$ cat config.mk
export PLATFORM = sky130hd
export DESIGN_NAME = hex_display_scheduler
export DESIGN_NICKNAME = d
export VERILOG_FILES = /design/src/rtl/hexsched_pkg.sv /design/src/rtl/hexsched_blank_mask.sv /design/src/rtl/hex_display_scheduler.sv
export SDC_FILE = /design/constraint.sdc
export NUM_CORES = 1
export LEC_CHECK = 0
export CAP_MARGIN = 15
export CORE_MARGIN = 2
export CORE_UTILIZATION = 53
export DETAILED_ROUTE_END_ITERATION = 7
export HOLD_SLACK_MARGIN = 0.02
export PLACE_DENSITY = 0.87
export SLEW_MARGIN = 20
export SYNTH_ARGS = -nofsm -noshare
export SYNTH_HDL_FRONTEND = slang
export SYNTH_SLANG_ARGS = --single-unit
export TNS_END_PERCENT = 50
$ cat constraint.sdc
create_clock -name clk -period 5 [get_ports clk]
set_input_delay 0.75 -clock clk [delete_from_list [all_inputs] [get_ports clk]]
set_output_delay 0.75 -clock clk [all_outputs]
set_load 0.02 [all_outputs]
$ cat src/rtl/hexsched_pkg.sv
`default_nettype none
// +------------------------------------------------------------------+
// | hexsched_pkg                                                     |
// | Shared constants for the hex display scheduler slice.            |
// | Rev 1.0 - initial release                                        |
// +------------------------------------------------------------------+
package hexsched_pkg;

   localparam int         c_max_digits = 8;
   localparam int         c_ptr_w      = 3;
   localparam logic [6:0] c_blank_seg  = 7'h7F;

   // Sweep sequencer states
   localparam logic [1:0] c_st_idle    = 2'd0;
   localparam logic [1:0] c_st_drive   = 2'd1;
   localparam logic [1:0] c_st_capture = 2'd2;
   localparam logic [1:0] c_st_done    = 2'd3;

endpackage
`default_nettype wire

$ cat src/rtl/hexsched_blank_mask.sv
`default_nettype none
// +------------------------------------------------------------------+
// | hexsched_blank_mask                                              |
// | Effective per-digit blank mask; leading-zero suppression when    |
// | HEXSCHED_LZS_EN is defined.                                      |
// | Rev 1.0 - initial release                                        |
// +------------------------------------------------------------------+
module hexsched_blank_mask
   import hexsched_pkg::*;
#(
   parameter int NUM_DIGITS = 6
) (
   input  logic [4*NUM_DIGITS-1:0] value,
   input  logic [NUM_DIGITS-1:0]   load_blank,
   output logic [NUM_DIGITS-1:0]   eff_blank
);

   logic [NUM_DIGITS-1:0] w_lzs;

`ifdef HEXSCHED_LZS_EN
   logic w_seen_nonzero;
   logic w_unused_low;

   // Digit 0 never takes part, so a zero value still shows one "0"
   always_comb begin
      w_lzs          = '0;
      w_seen_nonzero = 1'b0;
      for (int i = NUM_DIGITS - 1; i >= 1; i--) begin
         if (value[4*i +: 4] != 4'h0) w_seen_nonzero = 1'b1;
         if (!w_seen_nonzero)         w_lzs[i]       = 1'b1;
      end
   end

   assign w_unused_low = ^value[3:0];
`else
   logic w_unused_value;

   assign w_lzs          = '0;
   assign w_unused_value = ^value;
`endif

   assign eff_blank = load_blank | w_lzs;

endmodule
`default_nettype wire

$ cat src/rtl/hex_display_scheduler.sv
`default_nettype none
// +------------------------------------------------------------------+
// | hex_display_scheduler                                            |
// | Time-shares one hex-to-7-segment decoder across NUM_DIGITS       |
// | digits. Optional feature macro: HEXSCHED_LZS_EN.                 |
// | Rev 1.0 - initial release                                        |
// +------------------------------------------------------------------+
module hex_display_scheduler
   import hexsched_pkg::*;
#(
   parameter int         NUM_DIGITS = 6,
   parameter logic [6:0] BLANK_SEG  = c_blank_seg
) (
   input  logic                    clk,
   input  logic                    rst_n,
   input  logic                    load_valid,
   output logic                    load_ready,
   input  logic [4*NUM_DIGITS-1:0] load_value,
   input  logic [NUM_DIGITS-1:0]   load_blank,
   output logic [3:0]              dec_x,
   input  logic [6:0]              dec_y,
   output logic [7*NUM_DIGITS-1:0] seg_out,
   output logic                    busy,
   output logic                    done
);

   logic [1:0]              r_state;
   logic [c_ptr_w-1:0]      r_ptr;
   logic [4*NUM_DIGITS-1:0] r_value;
   logic [NUM_DIGITS-1:0]   r_blank;
   logic                    r_out_of_reset;

   logic [NUM_DIGITS-1:0]   w_eff_blank;
   logic                    w_accept;
   logic                    w_last;
   logic                    w_sweeping;
   logic [3:0]              w_nibble;

   hexsched_blank_mask #(
      .NUM_DIGITS (NUM_DIGITS)
   ) u_blank_mask (
      .value      (load_value),
      .load_blank (load_blank),
      .eff_blank  (w_eff_blank)
   );

   // Ready is held off for the first cycle after reset release
   assign load_ready = r_out_of_reset && (r_state == c_st_idle);
   assign w_accept   = load_valid && load_ready;
   assign w_last     = (r_ptr == c_ptr_w'(NUM_DIGITS - 1));
   assign w_sweeping = (r_state == c_st_drive) || (r_state == c_st_capture);

   always_comb begin
      w_nibble = 4'h0;
      for (int i = 0; i < NUM_DIGITS; i++) begin
         if (r_ptr == c_ptr_w'(i)) w_nibble = r_value[4*i +: 4];
      end
   end

   assign dec_x = w_sweeping ? w_nibble : 4'h0;
   assign busy  = w_sweeping;
   assign done  = (r_state == c_st_done);

   always_ff @(posedge clk or negedge rst_n) begin
      if (!rst_n) begin
         r_state        <= c_st_idle;
         r_ptr          <= '0;
         r_value        <= '0;
         r_blank        <= '0;
         r_out_of_reset <= 1'b0;
      end else begin
         r_out_of_reset <= 1'b1;
         case (r_state)
            c_st_idle: begin
               if (w_accept) begin
                  r_value <= load_value;
                  r_blank <= w_eff_blank;
                  r_ptr   <= '0;
                  r_state <= c_st_drive;
               end
            end
            c_st_drive: begin
               r_state <= c_st_capture;
            end
            c_st_capture: begin
               if (w_last) begin
                  r_state <= c_st_done;
               end else begin
                  r_ptr   <= r_ptr + 1'b1;
                  r_state <= c_st_drive;
               end
            end
            c_st_done: begin
               r_state <= c_st_idle;
            end
            default: begin
               r_state <= c_st_idle;
            end
         endcase
      end
   end

   // Each digit only updates on its own capture slot, so untouched digits persist
   for (genvar g = 0; g < NUM_DIGITS; g++) begin : g_digit
      logic [6:0] r_seg;

      always_ff @(posedge clk or negedge rst_n) begin
         if (!rst_n) begin
            r_seg <= BLANK_SEG;
         end else if ((r_state == c_st_capture) && (r_ptr == c_ptr_w'(g))) begin
            r_seg <= r_blank[g] ? BLANK_SEG : dec_y;
         end
      end

      assign seg_out[7*g +: 7] = r_seg;
   end

endmodule
`default_nettype wire
* Yosys cells after proc, flatten, opt, wreduce, memory -nomap -nowiden
Index checks and enable logic that the tools add are counted.
Cells by class: $add $sub $neg 1, eq/ne operators 10, muxes and demuxes 19, reductions and logical operators 14
Operators by type and width (number):
- 7-bit two-way mux | 6
- 4-bit two-way mux | 7
- 1-bit logical AND | 8
- 2-bit one-hot mux with 4 select lines | 1
- 3-bit by 2-bit equality test with 1-bit output (second input constant) | 2
- 3-bit equality test (second input constant) | 2
- 3-bit two-way mux | 2
- 3-bit one-hot mux with 2 select lines | 1
- 2-bit equality test (second input constant) | 2
- 2-bit two-way mux | 2
- 2-bit inequality test (second input constant) | 2
- 3-bit by 1-bit adder with 3-bit output (second input constant) | 1
- 3-bit by 1-bit equality test with 1-bit output (second input constant) | 1
- 3-bit logical NOT | 1
- 3-bit AND reduction | 1
- 2-bit by 1-bit equality test with 1-bit output (second input constant) | 1
- 2-bit logical NOT | 1
- 2-bit AND reduction | 1
- 2-bit nonzero test | 1
- 1-bit logical OR | 1
Word-level totals: flip-flop bits (word level) 78, bits of input ports 40

* Depth between registers and ports, before layout
Gate-level depths: netlist of run 1.
depth after elaboration 8, gate-level depth with buffers 7, gate-level depth less buffers 5

* Hierarchy
From an unflattened synthesis of run 1, not the netlist that was laid out.
Unflattened totals: cell total of the unflattened synthesis 338, area total of the unflattened synthesis 3548.4 µm²
Modules (own cells, without submodules):
- hex_display_scheduler | instances 1, cells an instance 332, area an instance 3503.4 µm²
- hexsched_blank_mask | instances 1, cells an instance 6, area an instance 45.0 µm²

* Worst setup path after synthesis of run 1
OpenSTA, ideal clock, no wires.
kind register -> output, start register r_ptr[0], end output port dec_x[0], arrival 1768 ps, slack 2482 ps, cell stages (with the launch flop) 6, path buffers 0, cells stage by stage dfrtp_1 > ha_1 > ha_1 > or2_2 > a221o_1 > a21oi_1
On the way: cells in the longest elaborated chain, start to end 8, elaborated cells between the ends (all ways) 13, classes of those cells eq/ne (5); mux (7); reduce/logical (1)
Ends and longest elaborated chain:
- start: declaration | RTL line hex_display_scheduler.sv:28 | logic [c_ptr_w-1:0] r_ptr;
- start signal: assignment | RTL line hex_display_scheduler.sv:89 | r_ptr <= r_ptr + 1'b1;
- 3-bit logical NOT | RTL line hex_display_scheduler.sv:56 | if (r_ptr == c_ptr_w'(i)) w_nibble = r_value[4*i +: 4];
- 4-bit two-way mux (5 in series) | RTL line hex_display_scheduler.sv:56
- 4-bit two-way mux (*) | RTL line hex_display_scheduler.sv:56
- 4-bit two-way mux (*) | RTL line hex_display_scheduler.sv:60 | assign dec_x = w_sweeping ? w_nibble : 4'h0;
- end: declaration | RTL line hex_display_scheduler.sv:20 | output logic [3:0] dec_x,
Every way passes the cells marked *; elsewhere a longest branch is shown, timed or not.

* Final worst setup path of run 1
start register r_ptr[2], end output port dec_x[3]
Same word-level chain as after synthesis.

==> impl_metrics.env, run 1 <==
export IMPL_synth_fa_ha_area_frac=0.0321
export IMPL_drc=0
export IMPL_ios=89
export IMPL_worst_setup_hold_path_clk_slew_ns=0.08
export IMPL_worst_ep_arrival_time_ns=2.76
export IMPL_gr_usage_all_layers=0.233
export IMPL_routed_wirelength_um=8000
export IMPL_final_cell_area_um2=4580
export IMPL_std_cell_rows=29
export IMPL_synth_area_leaders="sky130_fd_sc_hd__dfstp_2 32%, sky130_fd_sc_hd__dfrtp_1 26%, sky130_fd_sc_hd__mux2_2 9.6%"
export IMPL_status="finished clean"
export IMPL_finalNetCount=461
export IMPL_crit_path_cell_trace="inv_1 -> ha_1 -> or2_2 -> a221o_1 -> a21oi_1 -> clkdlybuf4s50_1"
export IMPL_globalRouteOverflowTotal=0
export IMPL_antenna_diode_count=0
export IMPL_synth_main_ff_cell="sky130_fd_sc_hd__dfstp_2"
export IMPL_cell_type_of_the_slowest_stage_on_the_worst_timing_path="sky130_fd_sc_hd__clkdlybuf4s50_1"
export IMPL_floorplan_die_area_um2=7280
export IMPL_gp_congestion=0.811
export IMPL_crit_path_max_incr_delay_ns=0.63
export IMPL_max_vdd_ir_drop_v=0.000385
export IMPL_period_share=0.703
export IMPL_synth_seq_area_share=0.572
export IMPL_hold_violations=0
export IMPL_finClkSkew_ns=0.00963
export IMPL_setup_total_negative_slack_ns=0
export IMPL_synth_top_family_by_area="simple AND/OR/NAND/NOR gates"
export IMPL_cts_resized=0
export IMPL_synth_top_area_frac=0.315
export IMPL_timing_worst_setup_path_type="flip-flop to output port"
export IMPL_synth_top_cell_by_area="sky130_fd_sc_hd__dfstp_2"
export IMPL_worst_setup_path_end_kind="output port"
export IMPL_yosys_register_bits=78
export IMPL_post_dp_hpwl_um=5660
export IMPL_grt_pass1_wl_um=13200
export IMPL_multiInputGateArea_um2=1360
export IMPL_yosys_warnings=0
export IMPL_num_vias=2718
export IMPL_die_w_um=85.3
export IMPL_max_clock_path_buffers=2
export IMPL_post_synth_and_or_nand_nor_area_fraction=0.131
export IMPL_clock_tree_from_tritoncts="built"
export IMPL_worstPathMaxFanout=13
export IMPL_initial_utilization=0.549
export IMPL_setup_violations=0
export IMPL_area_growth_synth_to_final_pct=30.6
export IMPL_worstMarginPinSlew_ns=0.932
export IMPL_cts_hold_repair_buffers=0
export IMPL_worst_hold_path_type="flip-flop to flip-flop"
export IMPL_p_total_uw=3040
export IMPL_top_post_synthesis_cells_by_count="49 x sky130_fd_sc_hd__nor2_1, 45 x sky130_fd_sc_hd__o21ai_0, 42 x sky130_fd_sc_hd__dfstp_2, 42 x sky130_fd_sc_hd__nand2_1, 36 x sky130_fd_sc_hd__dfrtp_1"
export IMPL_synthMostInstantiatedCell="sky130_fd_sc_hd__nor2_1"
export IMPL_placed_area_um2=4380
export IMPL_first_iter_violations=145
export IMPL_synth_compound_gate_area_share=0.128
export IMPL_worstSetupStartpointType="flip-flop"
export IMPL_clock_buffer_count_from_cts=9
export IMPL_syn_inst=332
export IMPL_critical_path_n_buffers_inverters=2
export IMPL_post_synth_num_cell_types=33
export IMPL_total_of_max_cap_violations=0
export IMPL_total_leakage_power_uw=0.00197
export IMPL_cts_post_setup_buffers_inserted=0
export IMPL_grt_antenna_before_repair=0
export IMPL_die_height_um=85.3
export IMPL_max_clock_freq_ghz=0.285
export IMPL_async_sr_flop_fraction=1.00
export IMPL_rsz0062_at_grt="no"
export IMPL_synth_enable_flop_cells=0
export IMPL_wl_per_cell_um=16.2
export IMPL_mappedNetlistArea_um2=3500
export IMPL_slew_headroom=0.378
export IMPL_antenna_violating_nets_post_route=0
export IMPL_area_sequential_um2=2000
export IMPL_clock_latency_ns=0.35
export IMPL_timing_hold_ws_ns=0.481
export IMPL_cts_sinks=78
export IMPL_syn_nets=381
export IMPL_fillCellCount=460
export IMPL_via_count_of_the_first_global_routing_pass=2717
export IMPL_synth_avg_cell_area_um2=10.6
export IMPL_crit_family="buffers and inverters"
export IMPL_tritonroute_pass_1_iters=5
export IMPL_htree_levels=3
export IMPL_cts_root_buffer_cell="sky130_fd_sc_hd__clkbuf_8"
export IMPL_drt_vias_per_instance=5.50
export IMPL_core_area_um2=6390
export IMPL_final_max_slew_viol_count=0
export IMPL_muxShareOfSynthArea=0.0964
export IMPL_yosys_area_share_xor_xnor=0
export IMPL_port_buffer_count=88
export IMPL_grt_max_degree=79
export IMPL_min_period_ns=3.51
export IMPL_powerDensity_nw_per_um2=665
export IMPL_data_required_time_at_the_worst_endpoint_ns=4.25
export IMPL_drive_gt1_frac=0.225
==> tightest hold or removal path: cells and delay by family, from the launching register on <==
family / cells / cell delay (ns)
AO/OA/AOI/OAI: 1 / 0.06
AND/OR/NAND/NOR: 1 / 0.04
flip-flops: 1 / 0.37
==> kinds of logic after synthesis <==
family                     after synthesis
muxes                                   30
other                                    1
and+or+nand+nor                        108
DFF                                     78
adders and majority gates                9
AOI/OAI and AO/OA                       77
buffers and inverters                   29
==> placed cells by master, fill, tap and decap left out, types with 3 or more instances in the layout <==
cell	count
sky130_fd_sc_hd__nor2_1	49
sky130_fd_sc_hd__nand2_1	42
sky130_fd_sc_hd__clkinv_2	3
sky130_fd_sc_hd__clkbuf_8	10
sky130_fd_sc_hd__inv_1	9
sky130_fd_sc_hd__nand3_1	3
sky130_fd_sc_hd__clkdlybuf4s50_1	87
sky130_fd_sc_hd__mux2_2	30
sky130_fd_sc_hd__o2bb2ai_1	4
sky130_fd_sc_hd__nand3b_1	8
sky130_fd_sc_hd__dfrtp_1	36
sky130_fd_sc_hd__ha_1	9
sky130_fd_sc_hd__o21ai_0	45
sky130_fd_sc_hd__dfstp_2	42
sky130_fd_sc_hd__a221o_1	4
sky130_fd_sc_hd__a21oi_1	16
==> area by class of cell <==
type / count / area share
flip-flops and latches: 78 / 0.438
inverters: 9 / 0.00738
well taps: 77 / 0.0211
repair buffers: 89 / 0.194
multi-input cells: 225 / 0.298
clock inverters: 5 / 0.00656
clock buffers: 11 / 0.0355
==> through the flow <==
step	setup slack, ns	cells	util
2_1_floorplan	2.48	332	-
3_3_place_gp	1.96	478	0.686
3_5_place_dp	1.91	478	0.686
4_1_cts	1.50	494	0.716
5_1_grt	1.39	494	0.716
6_report	1.49	494	0.716
==> flip-flops by register name, summed over array words and instances, names as in the netlist <==
signal,cells
g_digit.r_seg,42
r_value,24
r_blank,6
r_ptr,3
r_state,2
r_out_of_reset,1
==> path summary, 6_finish.rpt <==
path	endpoint	start	slack, ns	cells after the start
setup / recovery	dec_x[3]	r_ptr[2]	1.49	6
hold / removal	g_digit[1].r_seg[5]	g_digit[1].r_seg[5]	0.48	2
setup reg to reg	r_ptr[1]	r_state[0]	2.79	5
hold reg to reg	g_digit[1].r_seg[5]	g_digit[1].r_seg[5]	0.48	2
max in group asynchronous	r_value[13]	rst_n	3.87	1
min in group asynchronous	r_blank[2]	rst_n	0.55	1
==> report_power, final <==
group,switching [µW],total (µW),leakage [µW],internal [µW]
sequential,227,1260,0.000874,1040
clock,230,452,0.000105,223
combinational,670,1330,0.000995,655
total,1130,3040,0.00197,1910
==> per-layer routing <==
layer	share of wire	track usage	vias to the layer above
met4	0.018	0.0823	0
li1	-	-	1285
met5	0	0	-
met2	0.49	0.403	110
met3	0.067	0.0506	16
met1	0.42	0.289	1307
Note: power is estimated with default switching activity, not from simulation.
==> inputs of run 2 (changes only) <==
Settings changed: CORE_UTILIZATION 53 to 44, PLACE_DENSITY 0.87 to 0.78.
Clock period 5 ns to 3 ns, I/O delays scaled along.
==> impl_metrics.env, run 2 (synthesis gave the netlist of run 1 again) <==
export IMPL_via_count_of_the_first_global_routing_pass=2640
export IMPL_floorplan_die_area_um2=8690
export IMPL_timing_worst_setup_path_type="flip-flop to output port"
export IMPL_final_max_slew_viol_count=0
export IMPL_total_of_max_cap_violations=0
export IMPL_max_clock_path_buffers=2
export IMPL_worst_r2r_path_depth=5
export IMPL_globalRouteOverflowTotal=0
export IMPL_die_height_um=93.2
export IMPL_crit_family="compound AO/OA/AOI/OAI gates"
export IMPL_cell_type_of_the_slowest_stage_on_the_worst_timing_path="sky130_fd_sc_hd__dfrtp_1"
export IMPL_setup_total_negative_slack_ns=0
export IMPL_min_period_ns=2.79
export IMPL_period_share=0.931
export IMPL_worstSetupStartpointType="flip-flop"
export IMPL_largest_register_ffs=42
export IMPL_htree_levels=3
export IMPL_drt_vias_per_instance=5.17
export IMPL_clock_tree_from_tritoncts="built"
export IMPL_placed_area_um2=4430
export IMPL_finalNetCount=463
export IMPL_drive_gt1_frac=0.222
export IMPL_die_w_um=93.2
export IMPL_cts_root_buffer_cell="sky130_fd_sc_hd__clkbuf_8"
export IMPL_clock_buffer_count_from_cts=9
export IMPL_crit_path_cell_trace="ha_1 -> ha_1 -> or2_2 -> a221o_1 -> a21oi_1 -> dlygate4sd2_1"
export IMPL_final_cell_area_um2=4630
export IMPL_area_sequential_um2=2000
export IMPL_max_vdd_ir_drop_v=0.000478
export IMPL_port_buffer_count=88
export IMPL_status="finished clean"
export IMPL_grt_max_degree=79
export IMPL_crit_path_max_incr_delay_ns=0.44
export IMPL_worstMarginPinSlew_ns=0.937
export IMPL_num_vias=2694
export IMPL_worst_ep_arrival_time_ns=2.34
export IMPL_multiInputGateArea_um2=1360
export IMPL_layout_top_registers="g_digit.r_seg: 42 flops, r_value: 24 flops, r_blank: 6 flops"
export IMPL_clock_latency_ns=0.35
export IMPL_grt_pass1_wl_um=12800
export IMPL_regMostFlops="g_digit.r_seg"
export IMPL_worstPathMaxFanout=6
export IMPL_std_cell_rows=32
export IMPL_worst_hold_path_type="input pin to asynchronous set/reset pin"
export IMPL_cpMostUsedCell="sky130_fd_sc_hd__ha_1"
export IMPL_cts_post_setup_buffers_inserted=0
export IMPL_cts_sinks=78
export IMPL_max_clock_freq_ghz=0.358
export IMPL_area_growth_synth_to_final_pct=32.1
export IMPL_total_leakage_power_uw=0.00199
export IMPL_worst_setup_hold_path_clk_slew_ns=0.08
export IMPL_first_iter_violations=97
export IMPL_grt_antenna_before_repair=0
export IMPL_antenna_diode_count=0
export IMPL_drc=0
export IMPL_cts_hold_repair_buffers=0
export IMPL_fillCellCount=651
export IMPL_tritonroute_pass_1_iters=4
export IMPL_critical_path_n_buffers_inverters=1
export IMPL_powerDensity_nw_per_um2=1100
export IMPL_top_library_cells_by_usage_in_the_layout_fill_and_taps_aside="83 x sky130_fd_sc_hd__clkdlybuf4s50_1, 49 x sky130_fd_sc_hd__nor2_1, 45 x sky130_fd_sc_hd__o21ai_0, 42 x sky130_fd_sc_hd__nand2_1, 42 x sky130_fd_sc_hd__dfstp_2"
export IMPL_core_area_um2=7730
export IMPL_routed_wirelength_um=8010
export IMPL_initial_utilization=0.453
export IMPL_ios=89
export IMPL_critical_path_depth=6
export IMPL_final_common_cell="sky130_fd_sc_hd__clkdlybuf4s50_1"
export IMPL_antenna_violating_nets_post_route=0
export IMPL_finClkSkew_ns=0.00912
export IMPL_gr_usage_all_layers=0.192
export IMPL_post_dp_hpwl_um=5760
export IMPL_wl_per_cell_um=15.4
export IMPL_setup_violations=0
export IMPL_rsz0062_at_grt="no"
export IMPL_worst_setup_path_end_kind="output port"
export IMPL_cts_resized=4
export IMPL_data_required_time_at_the_worst_endpoint_ns=2.55
export IMPL_slew_headroom=0.375
export IMPL_hold_violations=0
export IMPL_gp_congestion=0.794
## run 2: cell count changes in the layout (fill, tap and decap cells not counted), sizes merged
cell and change:
dlygate4sd2 +4, buf +2, clkbuf +2, inv -1, clkinvlp +1, clkdlybuf4s50 -4, clkinv -3, bufinv +1
## run 2: report_power, final
group | switching (µW) | total [µW] | internal (µW)
registers | 356 | 2080 | 1730
logic | 1130 | 2190 | 1070
clock network | 374 | 809 | 435
total | 1860 | 5090 | 3230
## run 2: path summary, 6_finish.rpt
path / from / to / slack [ns]
max: r_ptr[0] / dec_x[2] / 0.21
min: rst_n / r_blank[4] / 0.26
max reg2reg: r_state[0] / r_ptr[1] / 0.84
min reg2reg: g_digit[2].r_seg[4] / g_digit[2].r_seg[4] / 0.48
max in group asynchronous: rst_n / r_value[14] / 2.15
min in group clk: g_digit[2].r_seg[4] / g_digit[2].r_seg[4] / 0.48
## run 2: area by class of cell
cell class	instances	share of cell area
inverter	9	0.00730
multi-input combinational	225	0.294
clock inverter	3	0.00919
clock buffer	13	0.0346
timing repair buffer	91	0.194
tap	102	0.0276
sequential	78	0.433
## run 2: routing by layer
layer	GRT usage	vias to the layer above	routed length [µm]
met3	0.0500	15	526
met2	0.305	108	3740
met5	0	-	0
met4	0.0833	0	176
met1	0.250	1289	3570
li1	-	1282	-
## run 2: metrics by stage
stage	cells	power, µW	utilization	hold WS [ns]	setup slack (ns)
2_1_floorplan	332	3390	-	0.154	0.782
3_3_place_gp	505	4250	0.573	0.464	0.342
3_5_place_dp	505	4330	0.573	0.472	0.324
4_1_cts	521	5130	0.599	0.271	0.202
5_1_grt	521	5420	0.599	0.330	0.0730
6_report	521	5090	0.599	0.258	0.207
